==> src/rtl/ctrl_layer_seq_pkg.sv <==
// Shared types and defaults for the conv-layer sequencer.
package ctrl_layer_seq_pkg;

  localparam int unsigned MNV_DEF   = 224 * 224;
  localparam int unsigned TMO_W_DEF = 16;

  typedef enum logic [2:0] {
    ST_IDLE   = 3'd0,
    ST_CLEAR  = 3'd1,
    ST_LOAD   = 3'd2,
    ST_ISSUE  = 3'd3,
    ST_WAIT   = 3'd4,
    ST_FINISH = 3'd5,
    ST_ABORT  = 3'd6
  } state_e;

endpackage

==> src/rtl/ctrl_tmo_cnt.sv <==
// Per-volume watchdog: reloads on load, counts down otherwise, flags the last
// permitted cycle. A limit of zero never expires.
module ctrl_tmo_cnt #(
  parameter int unsigned TMO_W = 16
) (
  input  logic             clk,
  input  logic             rst_n,
  input  logic             load,
  input  logic [TMO_W-1:0] lim,
  output logic             expired
);

  logic [TMO_W-1:0] cnt;

  // Down-counter; expired is registered so it is high while cnt == 1.
  always_ff @(posedge clk or negedge rst_n) begin
    if (!rst_n) begin
      cnt     <= '0;
      expired <= 1'b0;
    end else if (load) begin
      cnt     <= lim;
      expired <= (lim == TMO_W'(1));
    end else if (cnt != '0) begin
      cnt     <= cnt - TMO_W'(1);
      expired <= (cnt == TMO_W'(2));
    end else begin
      expired <= 1'b0;
    end
  end

endmodule

==> src/rtl/ctrl_layer_seq.sv <==
// Conv-layer sequencer: steps the datapath through num_vol volumes, driving
// the external volume counter and guarding each volume with a watchdog.
module ctrl_layer_seq
  import ctrl_layer_seq_pkg::*;
#(
  parameter int unsigned MNV   = MNV_DEF,
  parameter int unsigned TMO_W = TMO_W_DEF
) (
  input  logic                   clk,
  input  logic                   rst_n,
  input  logic                   start,
  input  logic [$clog2(MNV)-1:0] num_vol,
  input  logic [TMO_W-1:0]       tmo_lim,
  input  logic                   dp_done,
  input  logic                   op_done,
  output logic                   vol_start,
  output logic                   cnt_clear_vol,
  output logic                   cnt_load,
  output logic                   cnt_in_vol,
  output logic [$clog2(MNV)-1:0] max_val,
  output logic [$clog2(MNV)-1:0] vol_idx,
  output logic                   busy,
  output logic                   layer_done,
  output logic                   err
);

  localparam int unsigned VW = $clog2(MNV);

  state_e           state;
  logic [TMO_W-1:0] tmo_lim_q;
  logic             tmo_load;
  logic             tmo_expired;
  logic [VW-1:0]    idx_inc;

  // Watchdog is armed while issuing so it starts at tmo_lim on the first WAIT cycle.
  assign tmo_load = (state == ST_ISSUE);

  // Defensive wrap of the volume index at the last legal volume.
  assign idx_inc = (vol_idx == VW'(MNV - 1)) ? '0 : vol_idx + VW'(1);

  ctrl_tmo_cnt #(
    .TMO_W (TMO_W)
  ) u_tmo (
    .clk     (clk),
    .rst_n   (rst_n),
    .load    (tmo_load),
    .lim     (tmo_lim_q),
    .expired (tmo_expired)
  );

  // Sequencer FSM; every output is registered alongside the state it belongs to.
  always_ff @(posedge clk or negedge rst_n) begin
    if (!rst_n) begin
      state         <= ST_IDLE;
      tmo_lim_q     <= '0;
      max_val       <= '0;
      vol_idx       <= '0;
      vol_start     <= 1'b0;
      cnt_clear_vol <= 1'b0;
      cnt_load      <= 1'b0;
      cnt_in_vol    <= 1'b0;
      busy          <= 1'b0;
      layer_done    <= 1'b0;
      err           <= 1'b0;
    end else begin
      vol_start     <= 1'b0;
      cnt_clear_vol <= 1'b0;
      cnt_load      <= 1'b0;
      cnt_in_vol    <= 1'b0;
      layer_done    <= 1'b0;
      err           <= 1'b0;
      case (state)
        ST_IDLE: begin
          if (start) begin
            if (num_vol != '0) begin
              state         <= ST_CLEAR;
              max_val       <= num_vol;
              tmo_lim_q     <= tmo_lim;
              cnt_clear_vol <= 1'b1;
              busy          <= 1'b1;
            end else begin
              err <= 1'b1;
            end
          end
        end
        ST_CLEAR: begin
          state    <= ST_LOAD;
          cnt_load <= 1'b1;
          vol_idx  <= '0;
        end
        ST_LOAD: begin
          state     <= ST_ISSUE;
          vol_start <= 1'b1;
        end
        ST_ISSUE: begin
          state <= ST_WAIT;
        end
        ST_WAIT: begin
          // Completion in the expiry cycle takes priority over the watchdog.
          if (dp_done) begin
            state <= ST_FINISH;
          end else if (tmo_expired) begin
            state         <= ST_ABORT;
            cnt_clear_vol <= 1'b1;
            err           <= 1'b1;
          end
        end
        ST_FINISH: begin
          // op_done has had the full FINISH->ISSUE->WAIT loop to settle.
          if (op_done) begin
            state      <= ST_IDLE;
            layer_done <= 1'b1;
            busy       <= 1'b0;
          end else begin
            state      <= ST_ISSUE;
            vol_start  <= 1'b1;
            cnt_in_vol <= 1'b1;
            vol_idx    <= idx_inc;
          end
        end
        ST_ABORT: begin
          state <= ST_IDLE;
          busy  <= 1'b0;
        end
        default: begin
          state <= ST_IDLE;
          busy  <= 1'b0;
        end
      endcase
    end
  end

endmodule

==> config.mk <==
export PLATFORM = sky130hd
export DESIGN_NAME = ctrl_layer_seq
export DESIGN_NICKNAME = d
export VERILOG_FILES = /design/src/rtl/ctrl_layer_seq_pkg.sv /design/src/rtl/ctrl_tmo_cnt.sv /design/src/rtl/ctrl_layer_seq.sv
export SDC_FILE = /design/constraint.sdc
export NUM_CORES = 1
export LEC_CHECK = 0
export ABC_AREA = 1
export BUFFER_PORTS_ARGS = -buffer_cell sky130_fd_sc_hd__buf_2
export CAP_MARGIN = 20
export CORE_MARGIN = 2
export CORE_UTILIZATION = 57
export CTS_BUF_LIST = sky130_fd_sc_hd__clkbuf_8
export DETAILED_ROUTE_END_ITERATION = 8
export PLACE_DENSITY_LB_ADDON = 0.25
export SLEW_MARGIN = 20
export SYNTH_ARGS = -nofsm -noshare
export SYNTH_HDL_FRONTEND = slang
export SYNTH_SLANG_ARGS = --single-unit
==> constraint.sdc <==
create_clock -name clk -period 2 [get_ports clk]
set_input_delay 0.2 -clock clk [delete_from_list [all_inputs] [get_ports clk]]
set_output_delay 0.2 -clock clk [all_outputs]
set_load 0.02 [all_outputs]
---- Word-level counts from Yosys, hierarchy flattened ----
Cells that the tools add are included.
word-level totals
  bits in registers ....................... 75
  output and inout bits ................... 39
  logic and storage cells ................. 70
operators by class
  equality and inequality tests ........... 13
  multiplexer cells ....................... 31
  bitwise logic cells ..................... 1
  reductions and logical operators ........ 10
  add/subtract/negate cells ............... 2
operators with widths
  operator                                                count
  2-to-1 mux 16 bit                                       4
  case mux 16 bit (2 select lines)                        1
  nonzero test 16 bit                                     2
  case mux 3 bit (6 select lines)                         1
  adder 16 x 1 -> 16 bit (second input constant)          1
  equality test 16 x 1 -> 1 bit (second input constant)   1
  equality test 16 bit (second input constant)            1
  equality test 16 x 2 -> 1 bit (second input constant)   1
  2-to-1 mux 1 bit                                        16
  subtractor 16 x 1 -> 16 bit (second input constant)     1
  2-to-1 mux 3 bit                                        4
  inequality test 2 bit (second input constant)           4
  equality test 3 x 2 -> 1 bit (second input constant)    2
  equality test 3 bit (second input constant)             2
  case mux 1 bit (2 select lines)                         3
  AND reduction 3 bit                                     2
  AND reduction 4 bit                                     1
  nonzero test 2 bit                                      2
  OR reduction 4 bit                                      1
  equality test 3 x 1 -> 1 bit (second input constant)    1
  logical NOT 3 bit                                       1
  inequality test 3 x 2 -> 1 bit (second input constant)  1
  case mux 1 bit (3 select lines)                         1
  2-to-1 mux 2 bit                                        1
  2 further kinds                                         2

---- Depth between registers and ports, before layout ----
  depth in word-level cells ............... 4
  mapped depth ............................ 10
  mapped depth without buffers ............ 10

---- Modules after synthesis ----
A second synthesis with hierarchy kept.
second synthesis, totals
  cell total of the unflattened synthesis .. 527
  area, all modules ....................... 3910.0 sq um
by module, submodules not included
  module          times used  cells each  area an instance (sq um)
  ctrl_layer_seq  1           356         2755.1
  ctrl_tmo_cnt    1           171         1154.9

---- Worst setup path after synthesis ----
OpenSTA, ideal clock, no wires.
  path kind ............................... reg-to-reg
  start point ............................. reg vol_idx[0]
  end point ............................... reg vol_idx[4]
  path slack .............................. 450 ps
  data required time ...................... 1880 ps
  data arrival time ....................... 1431 ps
  library setup time ...................... 120 ps
  stages on the path, launching flop included .. 9
  path through ............................ dfrtp_1 > ha_1 > nand2_1 > nor2_2 > nand2_1 > nor2_2 > nor2_1 > nor2_1 > nor2_1
between the ends
  longest elaborated chain between the ends .. 4
  elaborated cells on any way between the ends .. 5
RTL lines
  item                                                            line                   RTL
  from (decl)                                                     ctrl_layer_seq.sv:21   output logic [$clog2(MNV)-1:0] vol_idx,
  from (signal assigned)                                          ctrl_layer_seq.sv:118  vol_idx <= idx_inc;
  adder 16 x 1 -> 16 bit or equality test 16 bit (tied branches)  ctrl_layer_seq.sv:39   assign idx_inc = (vol_idx == VW'(MNV - 1)) ? '0 : vol_idx + VW'(1);
  2-to-1 mux 16 bit *                                             ctrl_layer_seq.sv:39
  2-to-1 mux 16 bit *                                             ctrl_layer_seq.sv:110  if (op_done) begin
  case mux 16 bit (2 select lines) *                              ctrl_layer_seq.sv:72   case (state)
Mark *: on every way between the ends. The rest lies on a longest branch, timed or not. The select of a mux whose other input is x is not followed.
A chain may end at the register's enable or synchronous reset.

---- Worst setup path in the final report ----
  start point ............................. reg u_tmo.cnt[0]
  end point ............................... reg u_tmo.cnt[12]
between the ends
  longest elaborated chain between the ends .. 3
  elaborated cells on any way between the ends .. 5
RTL lines
  item                         line                RTL
  from (decl)                  ctrl_tmo_cnt.sv:13  logic [TMO_W-1:0] cnt;
  from (signal assigned)       ctrl_tmo_cnt.sv:21  cnt <= lim;
  from (signal assigned)       ctrl_tmo_cnt.sv:24  cnt <= cnt - TMO_W'(1);
  subtractor 16 x 1 -> 16 bit  ctrl_tmo_cnt.sv:24
  2-to-1 mux 16 bit            ctrl_tmo_cnt.sv:23  end else if (cnt != '0) begin
  2-to-1 mux 16 bit            ctrl_tmo_cnt.sv:20  end else if (load) begin
Several ways; a longest one is shown, not always the timed one. The select of a mux whose other input is x is not followed.

==> results.toml <==
[pwr]
clkPwrFrac = 0.181
leakagePower_uw = 0.00248
p_sw_uw = 2550
powerDensity_nw_per_um2 = 1280
p_comb_frac = 0.393
p_int_uw = 3320
switching_share = 0.435
peakVddDrop_mv = 0.798
seq_power_share = 0.427

[place]
dp.final_hpwl_um = 6430
gp_congestion = 0.921
placed_cell_area_um2 = 4400
port_buffers = 75

[floorplan]
die_h_um = 87.4
die_width_um = 87.4
pin_count = 76
fp.coreArea_um2 = 6760
die-area_um2 = 7630
start_util = 0.586
rows = 30

[timing]
hold_viol = 0
drv_slew = 0
setup_tns_ns = 0
setup_viol = 0
rsz0062_at_grt = "no"
worst_slew_pin_slew_ns = 0.637
period_needed_ns = 1.75
relSlewSlack = 0.574
fmax_mhz = 573
fin_crit_sh = 0.873
skew_ns = 0.00919

[detailed_routing]
drt_iter0_drc = 174
antenna_left = 0
via_count = 3675
drc_errors = 0
wirelength_um = 9060
firstDrtPassIters = 7
via_per_inst = 5.24
avgRoutedWirePerCell_um = 12.9

[synth]
syn_inst = 540
syn_avg_cell_area_um2 = 7.33
synth-seq-cells = 75
synth_top_cell_by_area = "dfrtp_1"
yosysWarnings = 0
netlist_top_cells_area = "dfrtp_1 47%, nand2_1 18%, nor2_1 8.0%"
synth_top_area_share = 0.474
synthDistinctLibCells = 31
seq_area_frac_synth = 0.474
synthesis.area_um2 = 3960
synth_nets = 580

[critical_path]
crit_type = "register to register"
critical_path.startpoint_type = "register"
slowest_delay_ns = 0.39
critPathRequiredTime_ns = 2.24
crit_slowest_cell = "dfrtp_1"
crit_path_end_kind = "register"
path_cells = "inv_1 -> ha_1 -> nand3_1 -> nor2_4 -> nand2_2 -> nor2_4 -> nor2_1 -> nand2_1 -> inv_1"
arrival_ns = 1.98
crit_path_max_fanout = 9

[clocking]
clkSinkCount = 75
numCtsBuffers = 9
cts_max_level = 3
clk_path_buf_depth = 2
cts-root-buf = "clkbuf_8"
tritoncts = "built"
clk_latency_ns = 0.35
cts-resized-gates = 0
path_clk_slew_ns = 0.09
post-cts-setup-buffers = 0
cts_hold_buf = 1

[cells_and_area]
num_antenna_cells = 0
areaGrowthSynthToFinish_pct = 15.9
nets = 657
finalInstanceArea_um2 = 4590
layout-drive-gt1-share = 0.186
final.fill_count = 593

[grt]
grt_max_degree = 43
grt-ovfl-total = 0
grt_first_pass_wirelength_um = 15100
grt_usage = 0.249
antenna_found_initial = 0
first_global_vias = 3433

[outcome]
outcome = "finished, final reports clean"

[run]
maxCapViolCount = 0

[worst_hold_path]
hp-class = "input pin to register"
area by class of cell:
| cell class | instances | area (um2) | area share |
|---|---|---|---|
| clock buffers | 9 | 124 | 0.0270 |
| clock inverters | 7 | 52.6 | 0.0115 |
| inverters | 47 | 176 | 0.0384 |
| multi-input cells | 404 | 1830 | 0.399 |
| flip-flops and latches | 75 | 1880 | 0.409 |
| well taps | 80 | 100 | 0.0218 |
| repair buffers | 80 | 430 | 0.0938 |
metrics by stage:
step                hold WS, ns   util  power, uW  setup slack, ns  cells
CTS                      0.0631  0.679       5900            0.264    702
global route             0.0728  0.679       6340            0.109    702
detailed placement        0.193  0.652       4820            0.292    685
finish                   0.0720  0.679       5870            0.254    702
floorplan               -0.0956      -       4170            0.450    540
global placement          0.186  0.652       4710            0.361    685
critical path: cells and delay by family (launching register included):
family        cells  cell delay (ns)
fa+ha+maj         1             0.20
buf+inv           2             0.15
flops             1             0.39
simple gates      6             0.90
Yosys cell counts (all sizes together):
cell,instances
a21boi,1
nor4,1
inv,47
nor2,94
o21bai,2
nand3,62
or2,2
nand2,191
nand3b,2
buf,11
o21ai,21
xnor2,2
nand4,4
ha,3
o22ai,3
a21oi,5
clkbuf,3
nor3,6
xor2,5
dfrtp,75
power by group through the flow:
| stage | Combinational [uW] | Sequential, uW | Clock (uW) |
|---|---|---|---|
| 4_1_cts | 2320 | 2490 | 1090 |
| 3_3_place_gp | 2210 | 2500 | 0 |
| 2_1_floorplan | 1510 | 2660 | 0 |
| 6_report | 2310 | 2500 | 1060 |
| 3_5_place_dp | 2300 | 2510 | 0 |
| 5_1_grt | 2620 | 2570 | 1150 |
registers in the layout (all words and copies together), names as in the netlist, 3 cells and up:
name / cells
tmo_lim_q: 16
vol_idx: 16
state: 3
u_tmo.cnt: 16
max_val: 16
per-layer routing:
metal / share of wire / GRT usage / up-vias
met4: 0.012 / 0.0895 / 0
met2: 0.47 / 0.397 / 114
met5: 0 / 0 / -
li1: - / - / 1849
met3: 0.069 / 0.0531 / 13
met1: 0.45 / 0.337 / 1699
placed cells by master (no fill, tap or decap):
| master | instances |
|---|---|
| a21oi_2 | 1 |
| nor3_1 | 6 |
| a21oi_4 | 1 |
| o22ai_1 | 3 |
| nand3b_1 | 2 |
| buf_4 | 4 |
| nand4_1 | 4 |
| clkinvlp_4 | 3 |
| a21boi_0 | 1 |
| xnor2_1 | 2 |
| nor4_1 | 1 |
| buf_2 | 74 |
| xor2_1 | 5 |
| inv_2 | 2 |
| buf_12 | 1 |
| dlygate4sd3_1 | 1 |
| o21ai_2 | 2 |
| nand3_1 | 61 |
| o21ai_1 | 1 |
| nor2_2 | 4 |
| clkbuf_8 | 9 |
| o21ai_0 | 18 |
| inv_1 | 46 |
| nor2_1 | 84 |
| inv_6 | 3 |
| dfrtp_1 | 75 |
| nand3_2 | 1 |
| nand2_1 | 188 |
| or2_2 | 2 |
| o21bai_1 | 2 |
| nand2_2 | 3 |
| a21oi_1 | 3 |
| nor2_4 | 6 |
| ha_1 | 3 |
kinds of logic (layout without fill, tap and decap cells):
family                     count (synthesis)  after routing  synth area share
AOI/OAI and AO/OA                         32             32            0.0490
xor gates and xnor gates                   7              7            0.0155
adders and majority gates                  3              3           0.00948
buffers and inverters                     61            143            0.0641
DFF                                       75             75             0.474
and+or+nand+nor                          362            362             0.388
path summary, 6_finish.rpt:
kind / startpoint / end / slack [ns] / cells after the start
setup / recovery: u_tmo.cnt[0]$_DFFE_PN0P_ / u_tmo.cnt[12]$_DFFE_PN0P_ / 0.25 / 9
hold / removal: tmo_lim[4] / tmo_lim_q[4]$_DFFE_PN0P_ / 0.07 / 3
setup reg to reg: u_tmo.cnt[0]$_DFFE_PN0P_ / u_tmo.cnt[12]$_DFFE_PN0P_ / 0.25 / 9
hold reg to reg: max_val[9]$_DFFE_PN0P_ / max_val[9]$_DFFE_PN0P_ / 0.47 / 2
max in group asynchronous: rst_n / vol_idx[3]$_DFFE_PN0P_ / 1.06 / 3
min in group asynchronous: rst_n / u_tmo.cnt[1]$_DFFE_PN0P_ / 0.36 / 2
Note: power is estimated with default switching activity, not from simulation.
